--- config.mk ---
export PLATFORM = sky130hd
export DESIGN_NAME = acc_scheduler
export DESIGN_NICKNAME = d
export VERILOG_FILES = /design/src/rtl/acc_scheduler.sv
export SDC_FILE = /design/constraint.sdc
export NUM_CORES = 1
export LEC_CHECK = 0
export CORE_MARGIN = 10
export CORE_UTILIZATION = 48
export CTS_BUF_LIST = sky130_fd_sc_hd__clkbuf_8
export DETAILED_ROUTE_END_ITERATION = 16
export HOLD_SLACK_MARGIN = 0.02
export PLACE_DENSITY = 0.89
export SYNTH_ARGS = -nofsm -noshare
export SYNTH_HDL_FRONTEND = slang
export SYNTH_SLANG_ARGS = --single-unit
--- constraint.sdc ---
create_clock -name clk -period 3.1 [get_ports clk]
set_input_delay 0.465 -clock clk [delete_from_list [all_inputs] [get_ports clk]]
set_output_delay 0.465 -clock clk [all_outputs]
set_load 0.02 [all_outputs]
--- src/rtl/acc_scheduler.sv ---
// acc_scheduler: round-robin arbiter that lends one free-running accumulator
// to N requesters, streams the winner's burst into it and returns the burst
// sum as the difference between the accumulator value after and before.
module acc_scheduler #(
   parameter int N  = 4,
   parameter int W  = 8,
   parameter int LW = 4
) (
   input  logic              clk,
   input  logic              rst,
   input  logic [N-1:0]      req,
   input  logic [N*LW-1:0]   req_len,
   input  logic [N*W-1:0]    in_data,
   input  logic [N-1:0]      in_valid,
   output logic [N-1:0]      in_ready,
   output logic [W-1:0]      acc_in,
   input  logic [W-1:0]      acc_out,
   output logic [W-1:0]      res_data,
   output logic [N-1:0]      res_valid,
   output logic              busy
);

   localparam int GW = (N > 1) ? $clog2(N) : 1;

   typedef enum logic [1:0] {
      S_IDLE,
      S_RUN,
      S_DRAIN
   } state_t;

   state_t          r_state;
   state_t          w_state_next;
   logic [GW-1:0]   r_gnt;
   logic [GW-1:0]   r_last;
   logic [LW-1:0]   r_cnt;
   logic [LW-1:0]   r_len;
   logic [W-1:0]    r_base;
   logic [W-1:0]    r_res_data;
   logic [N-1:0]    r_res_valid;

   logic [LW-1:0]   w_len_arr  [N];
   logic [W-1:0]    w_data_arr [N];
   logic [GW-1:0]   w_cand     [N];
   logic [N-1:0]    w_hit;
   logic [N-1:0]    w_onehot;
   logic [GW-1:0]   w_pick;
   logic            w_any;
   logic            w_accept;
   logic [LW-1:0]   w_len_sel;

   // Unpack the flat per-requester buses and build the round-robin search order:
   // candidate gi is the requester gi+1 positions after the last one served.
   generate
      for (genvar gi = 0; gi < N; gi++) begin : g_req
         assign w_len_arr[gi]  = req_len[gi*LW +: LW];
         assign w_data_arr[gi] = in_data[gi*W +: W];
         assign w_cand[gi]     = GW'((int'(r_last) + gi + 1) % N);
         assign w_hit[gi]      = req[w_cand[gi]];
         assign w_onehot[gi]   = (r_gnt == GW'(gi));
      end
   endgenerate

   // Pick the nearest pending requester after the last owner; scanning from the
   // far end lets the closest hit overwrite the others.
   always_comb begin
      w_any  = 1'b0;
      w_pick = r_last;
      for (int k = N - 1; k >= 0; k--) begin
         if (w_hit[k]) begin
            w_any  = 1'b1;
            w_pick = w_cand[k];
         end
      end
   end

   assign w_len_sel = w_len_arr[w_pick];

   // Next-state and streaming outputs; only the granted requester is ever ready.
   always_comb begin
      w_state_next = r_state;
      in_ready     = '0;
      acc_in       = '0;
      w_accept     = 1'b0;
      case (r_state)
         S_IDLE: begin
            if (w_any) begin
               w_state_next = (w_len_sel == '0) ? S_DRAIN : S_RUN;
            end
         end
         S_RUN: begin
            in_ready = w_onehot;
            if (in_valid[r_gnt]) begin
               w_accept = 1'b1;
               acc_in   = w_data_arr[r_gnt];
               if (r_cnt == r_len - LW'(1)) begin
                  w_state_next = S_DRAIN;
               end
            end
         end
         S_DRAIN: begin
            w_state_next = S_IDLE;
         end
         default: begin
            w_state_next = S_IDLE;
         end
      endcase
   end

   // State register.
   always_ff @(posedge clk or posedge rst) begin
      if (rst) begin
         r_state <= S_IDLE;
      end else begin
         r_state <= w_state_next;
      end
   end

   // Grant capture, operand counting and result generation; the base snapshot
   // taken at grant time makes the accumulator's history irrelevant.
   always_ff @(posedge clk or posedge rst) begin
      if (rst) begin
         r_gnt       <= '0;
         r_last      <= GW'(N - 1);
         r_cnt       <= '0;
         r_len       <= '0;
         r_base      <= '0;
         r_res_data  <= '0;
         r_res_valid <= '0;
      end else begin
         r_res_valid <= '0;
         case (r_state)
            S_IDLE: begin
               if (w_any) begin
                  r_gnt  <= w_pick;
                  r_len  <= w_len_sel;
                  r_base <= acc_out;
                  r_cnt  <= '0;
               end
            end
            S_RUN: begin
               if (w_accept) begin
                  r_cnt <= r_cnt + LW'(1);
               end
            end
            S_DRAIN: begin
               r_res_data  <= acc_out - r_base;
               r_res_valid <= w_onehot;
               r_last      <= r_gnt;
            end
            default: begin
            end
         endcase
      end
   end

   assign res_data  = r_res_data;
   assign res_valid = r_res_valid;
   assign busy      = (r_state != S_IDLE);

endmodule
==> flow_metrics.tcl, run 1 <==
set metrics [dict create \
    clk_path_buf_depth 2 \
    leakage_nw 1.41 \
    vias_per_cell 5.41 \
    final_common_cell "clkdlybuf4s50_1" \
    core_sq_um 4350 \
    fin_tns_setup_ns 0 \
    fin_crit_sh 0.917 \
    cp_num_buf_inv 2 \
    endpoint_kind "output port" \
    dp_cells 358 \
    wl_per_cell_um 16.8 \
    clock.fmax_ghz 0.352 \
    detailed_place_hpwl_um 4940 \
    path_clk_slew_ns 0.07 \
    path_delay_family "buffers and inverters" \
    cts_tree "yes" \
    drive_gt1_frac 0.0987 \
    gr-usage-met1 0.181 \
    cpPeakStageDelay_ns 0.60 \
    num_rows 24 \
    fin_area_sq_um 3190 \
    drv_slew 0 \
    path_max_fanout 10 \
    hold_ws_ns 0.487 \
    grt.busiest_layer "met2" \
    io_pins 91 \
    clock_latency_ns 0.29 \
    chipWidth_um 87.1 \
    synth_top_area_frac 0.370 \
    h-tree-depth 2 \
    worstPathArrival_ns 2.38 \
    ys_warn_count 0 \
    antenna_found_initial 0 \
    period_minus_slack_ns 2.84 \
    hold_path.class "reg -> reg" \
    setup_viol_count_final 0 \
    gp_congestion 0.819 \
    critical_path_class "reg -> out" \
    cp_data_required_time_ns 2.63 \
    ir_drop_mv 0.611 \
    p_total_mw 2.73 \
    rsz0062_at_grt "no" \
    ctsResizeCount 0 \
    slew_headroom 0.463 \
    antenna_cells 0 \
    grt_max_degree 35 \
    reg2reg_setup_slack_ns 1.01 \
    clkSinkCount 34 \
    grt_overflow_total 0 \
    die_area_sq_um 7590 \
    syn_to_final_growth_pct 47.5 \
    fin_cells 366 \
    synthFlopType "dfrtp_1" \
    reg2reg_from "r_last[1]$_DFFE_PP1P_" \
    max-cap-violations 0 \
    drc 0 \
    post_cts_buffers 0 \
    r2r-end "r_state[0]$_DFFE_PP0P_" \
    die_h_um 87.1 \
    drt-initial-drc-count 156 \
    grt_pass1_wl_um 9670 \
    start_util 0.497 \
    fin_util 0.733 \
    worstHoldEndpoint "res_data[6]$_DFFE_PP0P_" \
    synthArstFlopShare 1.00 \
    tightest_slew_ns 0.805 \
    hold_path_depth 2 \
    ys_ff_latch 34 \
    finalHoldViolCount 0 \
    antenna_left 0 \
    outcome "finished, final reports clean" \
    cp_cell_sequence "buf_4, mux4_2, and3_1, clkdlybuf4s50_1" \
    clock_skew_ns 0.00527 \
    routed_wl_um 6160 \
    ctsRootBufferMaster "clkbuf_8" \
    vias 1981 \
    synth.area.top_cells "dfrtp_1 37%, mux4_2 9.4%, o21ai_0 6.0%" \
    ys_types 37 \
    synth_edf_count 0 \
    syn_nets 299 \
    placement.io_buffers 90 \
    use_met2 0.284 \
    power.density_nw_per_um2 855 \
    cts_hold_buf 0 \
    yosys.area.top_type "dfrtp_1" \
    synth.yosys.seq_area_share 0.394 \
    met3_usage 0.0403 \
    worstHoldStart "res_data[6]$_DFFE_PP0P_" \
    postSynthCellCount 223 \
    setup_slack_ns 0.258 \
    syn_avg_cell_area_sq_um 9.70 \
    dpl-instance-area_sq_um 3110 \
    first_global_vias 2007 \
    netlist_area_sq_um 2160 \
    final_cell_mix "90 x clkdlybuf4s50_1, 32 x dfrtp_1, 30 x nand2_1" \
    rr_worst_depth 8 \
    worst_setup_path_start_kind "flop" \
    first_pass_iters 4 \
    post-place-ws_ns 0.411 \
    grt_usage 0.160 \
    cp_slowest_cell "dfrtp_1" \
    cts_made_buffers 5 \
    nets 389 \
]
-- layer usage --
| layer | share of wire | vias up |
|---|---|---|
| li1 | - | 951 |
| met1 | 0.41 | 929 |
| met2 | 0.49 | 90 |
| met3 | 0.088 | 11 |
| met4 | 0.014 | 0 |
| met5 | 0 | - |
-- synth_stat cells (all sizes together), types with 3 or more instances --
cell type,count
mux2i,8
mux4,9
dfrtp,32
nand2,30
mux2,6
nor2,10
a21oi,6
nor3,5
ha,9
inv,16
clkbuf,9
xor2,4
nand2b,6
buf,3
o21ai,27
xnor2,9
and3,9
nand3,6
-- worst max path at each step --
stage                    startpoint   endpoint  cells after the start
6_report       r_gnt[0]$_DFFE_PP0P_  acc_in[5]                      4
5_1_grt        r_gnt[0]$_DFFE_PP0P_  acc_in[5]                      4
4_1_cts        r_gnt[0]$_DFFE_PP0P_  acc_in[5]                      4
3_5_place_dp            in_valid[3]  acc_in[7]                      4
3_3_place_gp            in_valid[3]  acc_in[4]                      4
2_1_floorplan  r_gnt[0]$_DFFE_PP0P_  acc_in[4]                      4
-- tightest hold or removal path, cell delays in order, from the launching register on --
cell and delay [ns]:
dfrtp_1 0.35, nand2_1 0.05, o21ai_0 0.06
-- sequential cells by signal, summed over array words and instances, names as in the netlist --
name,count
r_cnt,4
r_last,2
res_data,8
r_gnt,2
r_base,8
r_len,4
res_valid,4
r_state,2
-- logic make-up (layout without fill, tap and decap cells) --
group / after synthesis / count (layout) / synth area share
xor+xnor: 13 / 13 / 0.0526
flops: 34 / 34 / 0.394
fa+ha+maj: 10 / 10 / 0.0613
simple gates: 74 / 74 / 0.165
buf+inv: 28 / 119 / 0.0532
compound gates: 41 / 41 / 0.112
mux: 23 / 23 / 0.162
-- layout make-up --
cell class | instances | area (sq um)
Timing Repair Buffer | 95 | 938
Sequential cell | 34 | 853
Inverter | 16 | 60.1
Clock inverter | 3 | 11.3
Fill cell | 291 | 1160
Clock buffer | 5 | 68.8
Multi-Input combinational cell | 161 | 1190
Tap cell | 52 | 65.1
-- where the power goes --
part / internal (mW) / leakage, nW / switching [mW] / total [mW]
Clock: 0.149 / 0.0519 / 0.151 / 0.300
Sequential: 0.624 / 0.410 / 0.172 / 0.797
Combinational: 0.834 / 0.950 / 0.799 / 1.63
Power figures use the tool's default switching activity.
==> run 2: changes to the inputs <==
--- a/config.mk
+++ b/config.mk
@@ -11,6 +11,7 @@
 export DETAILED_ROUTE_END_ITERATION = 16
 export HOLD_SLACK_MARGIN = 0.02
 export PLACE_DENSITY = 0.89
+export SKIP_CTS_REPAIR_TIMING = 1
 export SYNTH_ARGS = -nofsm -noshare
 export SYNTH_HDL_FRONTEND = slang
 export SYNTH_SLANG_ARGS = --single-unit
==> results of run 2 <==
The final DEF is identical to that of run 1; final timing and power are the same.
==> run 3: changes to the inputs <==
--- a/config.mk
+++ b/config.mk
@@ -10,7 +10,7 @@
 export CTS_BUF_LIST = sky130_fd_sc_hd__clkbuf_8
 export DETAILED_ROUTE_END_ITERATION = 16
 export HOLD_SLACK_MARGIN = 0.02
-export PLACE_DENSITY = 0.89
+export PLACE_DENSITY = 0.93
 export SKIP_CTS_REPAIR_TIMING = 1
 export SYNTH_ARGS = -nofsm -noshare
 export SYNTH_HDL_FRONTEND = slang
==> flow_metrics.tcl, run 3 (synthesized netlist as in run 1, its figures left out) <==
set metrics [dict create \
    endpoint_kind "output port" \
    clkSinkCount 34 \
    grt.busiest_layer "met2" \
    grt_overflow_total 0 \
    hold_ws_ns 0.480 \
    worst_setup_path_start_kind "flop" \
    clock_latency_ns 0.29 \
    vias_per_cell 5.33 \
    dpl-instance-area_sq_um 3110 \
    vias 1949 \
    tightest_slew_ns 0.784 \
    h-tree-depth 2 \
    wl_per_cell_um 16.3 \
    gp_congestion 0.794 \
    critical_path_class "reg -> out" \
    worstHoldStart "res_data[3]$_DFFE_PP0P_" \
    p_seq_frac 0.285 \
    cp_num_buf_inv 2 \
    ctsRootBufferMaster "clkbuf_8" \
    period_minus_slack_ns 2.85 \
    cp_slowest_cell "dfrtp_1" \
    grt_pass1_wl_um 9660 \
    final_common_cell "clkdlybuf4s50_1" \
    drive_gt1_frac 0.108 \
    hold_path.class "reg -> reg" \
    first_pass_iters 4 \
    p_sw_frac 0.402 \
    die_h_um 87.1 \
    power.density_nw_per_um2 872 \
    path_delay_family "buffers and inverters" \
    rsz0062_at_grt "no" \
    syn_to_final_growth_pct 48.9 \
    clockPowerShare 0.136 \
    clock.fmax_ghz 0.351 \
    r2r-end "r_state[0]$_DFFE_PP0P_" \
    antenna_left 0 \
    cp_cell_sequence "buf_4, mux4_2, and3_1, clkdlybuf4s50_1" \
    drt-initial-drc-count 96 \
    io_pins 91 \
    max-cap-violations 0 \
    die_area_sq_um 7590 \
    rr_worst_depth 8 \
    gr-usage-met1 0.170 \
    fin_crit_sh 0.919 \
    routed_wl_um 5970 \
    antenna_cells 0 \
    clk_path_buf_depth 2 \
    setup_viol_count_final 0 \
    placement.io_buffers 90 \
    fin_area_sq_um 3220 \
    drc 0 \
    grt_usage 0.159 \
    p_total_mw 2.81 \
    cts_tree "yes" \
    leakage_nw 1.42 \
    nets 389 \
    cts_made_buffers 5 \
    path_max_fanout 9 \
    antenna_found_initial 0 \
    core_sq_um 4350 \
    reg2reg_from "r_last[1]$_DFFE_PP1P_" \
    outcome "finished, final reports clean" \
    worstPathArrival_ns 2.38 \
    final_cell_mix "90 x clkdlybuf4s50_1, 32 x dfrtp_1, 30 x nand2_1" \
    fill_cells 308 \
    num_rows 24 \
    chipWidth_um 87.1 \
    finalHoldViolCount 0 \
    detailed_place_hpwl_um 4760 \
    ir_drop_mv 0.384 \
    clock_skew_ns 0.00526 \
    met3_usage 0.0478 \
    use_met2 0.285 \
    p_int_mw 1.68 \
    drv_slew 0 \
    grt_max_degree 35 \
    cpPeakStageDelay_ns 0.61 \
    reg2reg_setup_slack_ns 1.01 \
    crit_start "r_gnt[0]$_DFFE_PP0P_" \
    path_clk_slew_ns 0.07 \
    fin_tns_setup_ns 0 \
    cp_data_required_time_ns 2.63 \
    first_global_vias 2011 \
    hold_path_depth 2 \
    start_util 0.497 \
    p_switching_mw 1.13 \
    slew_headroom 0.477 \
    worstHoldEndpoint "res_data[3]$_DFFE_PP0P_" \
    p_comb_frac 0.580 \
]
==> run 3: how the worst max path moves through the flow <==
stage | endpoint | slack (ns) | cells after the start
floorplan | acc_in[4] | 1.14 | 4
global placement | acc_in[2] | 0.46 | 4
detailed placement | acc_in[5] | 0.43 | 4
CTS | acc_in[5] | 0.22 | 4
global route | acc_in[6] | 0.09 | 4
finish | acc_in[5] | 0.25 | 4
==> run 3: area by class of cell <==
class                   count  area, sq um  area share
multi-input cells         161         1190       0.371
repair buffers             95          938       0.291
clock buffers               8          110      0.0342
well taps                  52         65.1      0.0202
flip-flops and latches     34          853       0.265
inverters                  16         60.1      0.0186
==> run 3: worst min-delay path: stages, from the launching register on <==
cell	delay (ns)
dfrtp_1	0.34
nand2_1	0.05
o31ai_1	0.06
==> run 3: layer usage <==
layer | routed length (um) | vias to the layer above
met5 | 0 | -
met4 | 80 | 0
met3 | 367 | 9
met2 | 3130 | 54
met1 | 2390 | 933
li1 | - | 953
==> run 3: through the flow <==
stage               worst slack (ns)  std cells   util
floorplan                       1.14        223      -
global placement               0.455        358  0.715
detailed placement             0.427        358  0.715
CTS                            0.220        366  0.740
global route                  0.0868        366  0.740
finish                         0.250        366  0.740
==> run 3: power groups by stage <==
stage / clock network, mW / registers, mW / logic [mW]
global route: 0.410 / 0.826 / 1.80
finish: 0.381 / 0.800 / 1.63
global placement: 0 / 0.791 / 1.57
detailed placement: 0 / 0.803 / 1.64
CTS: 0.385 / 0.799 / 1.65
floorplan: 0 / 0.781 / 1.08
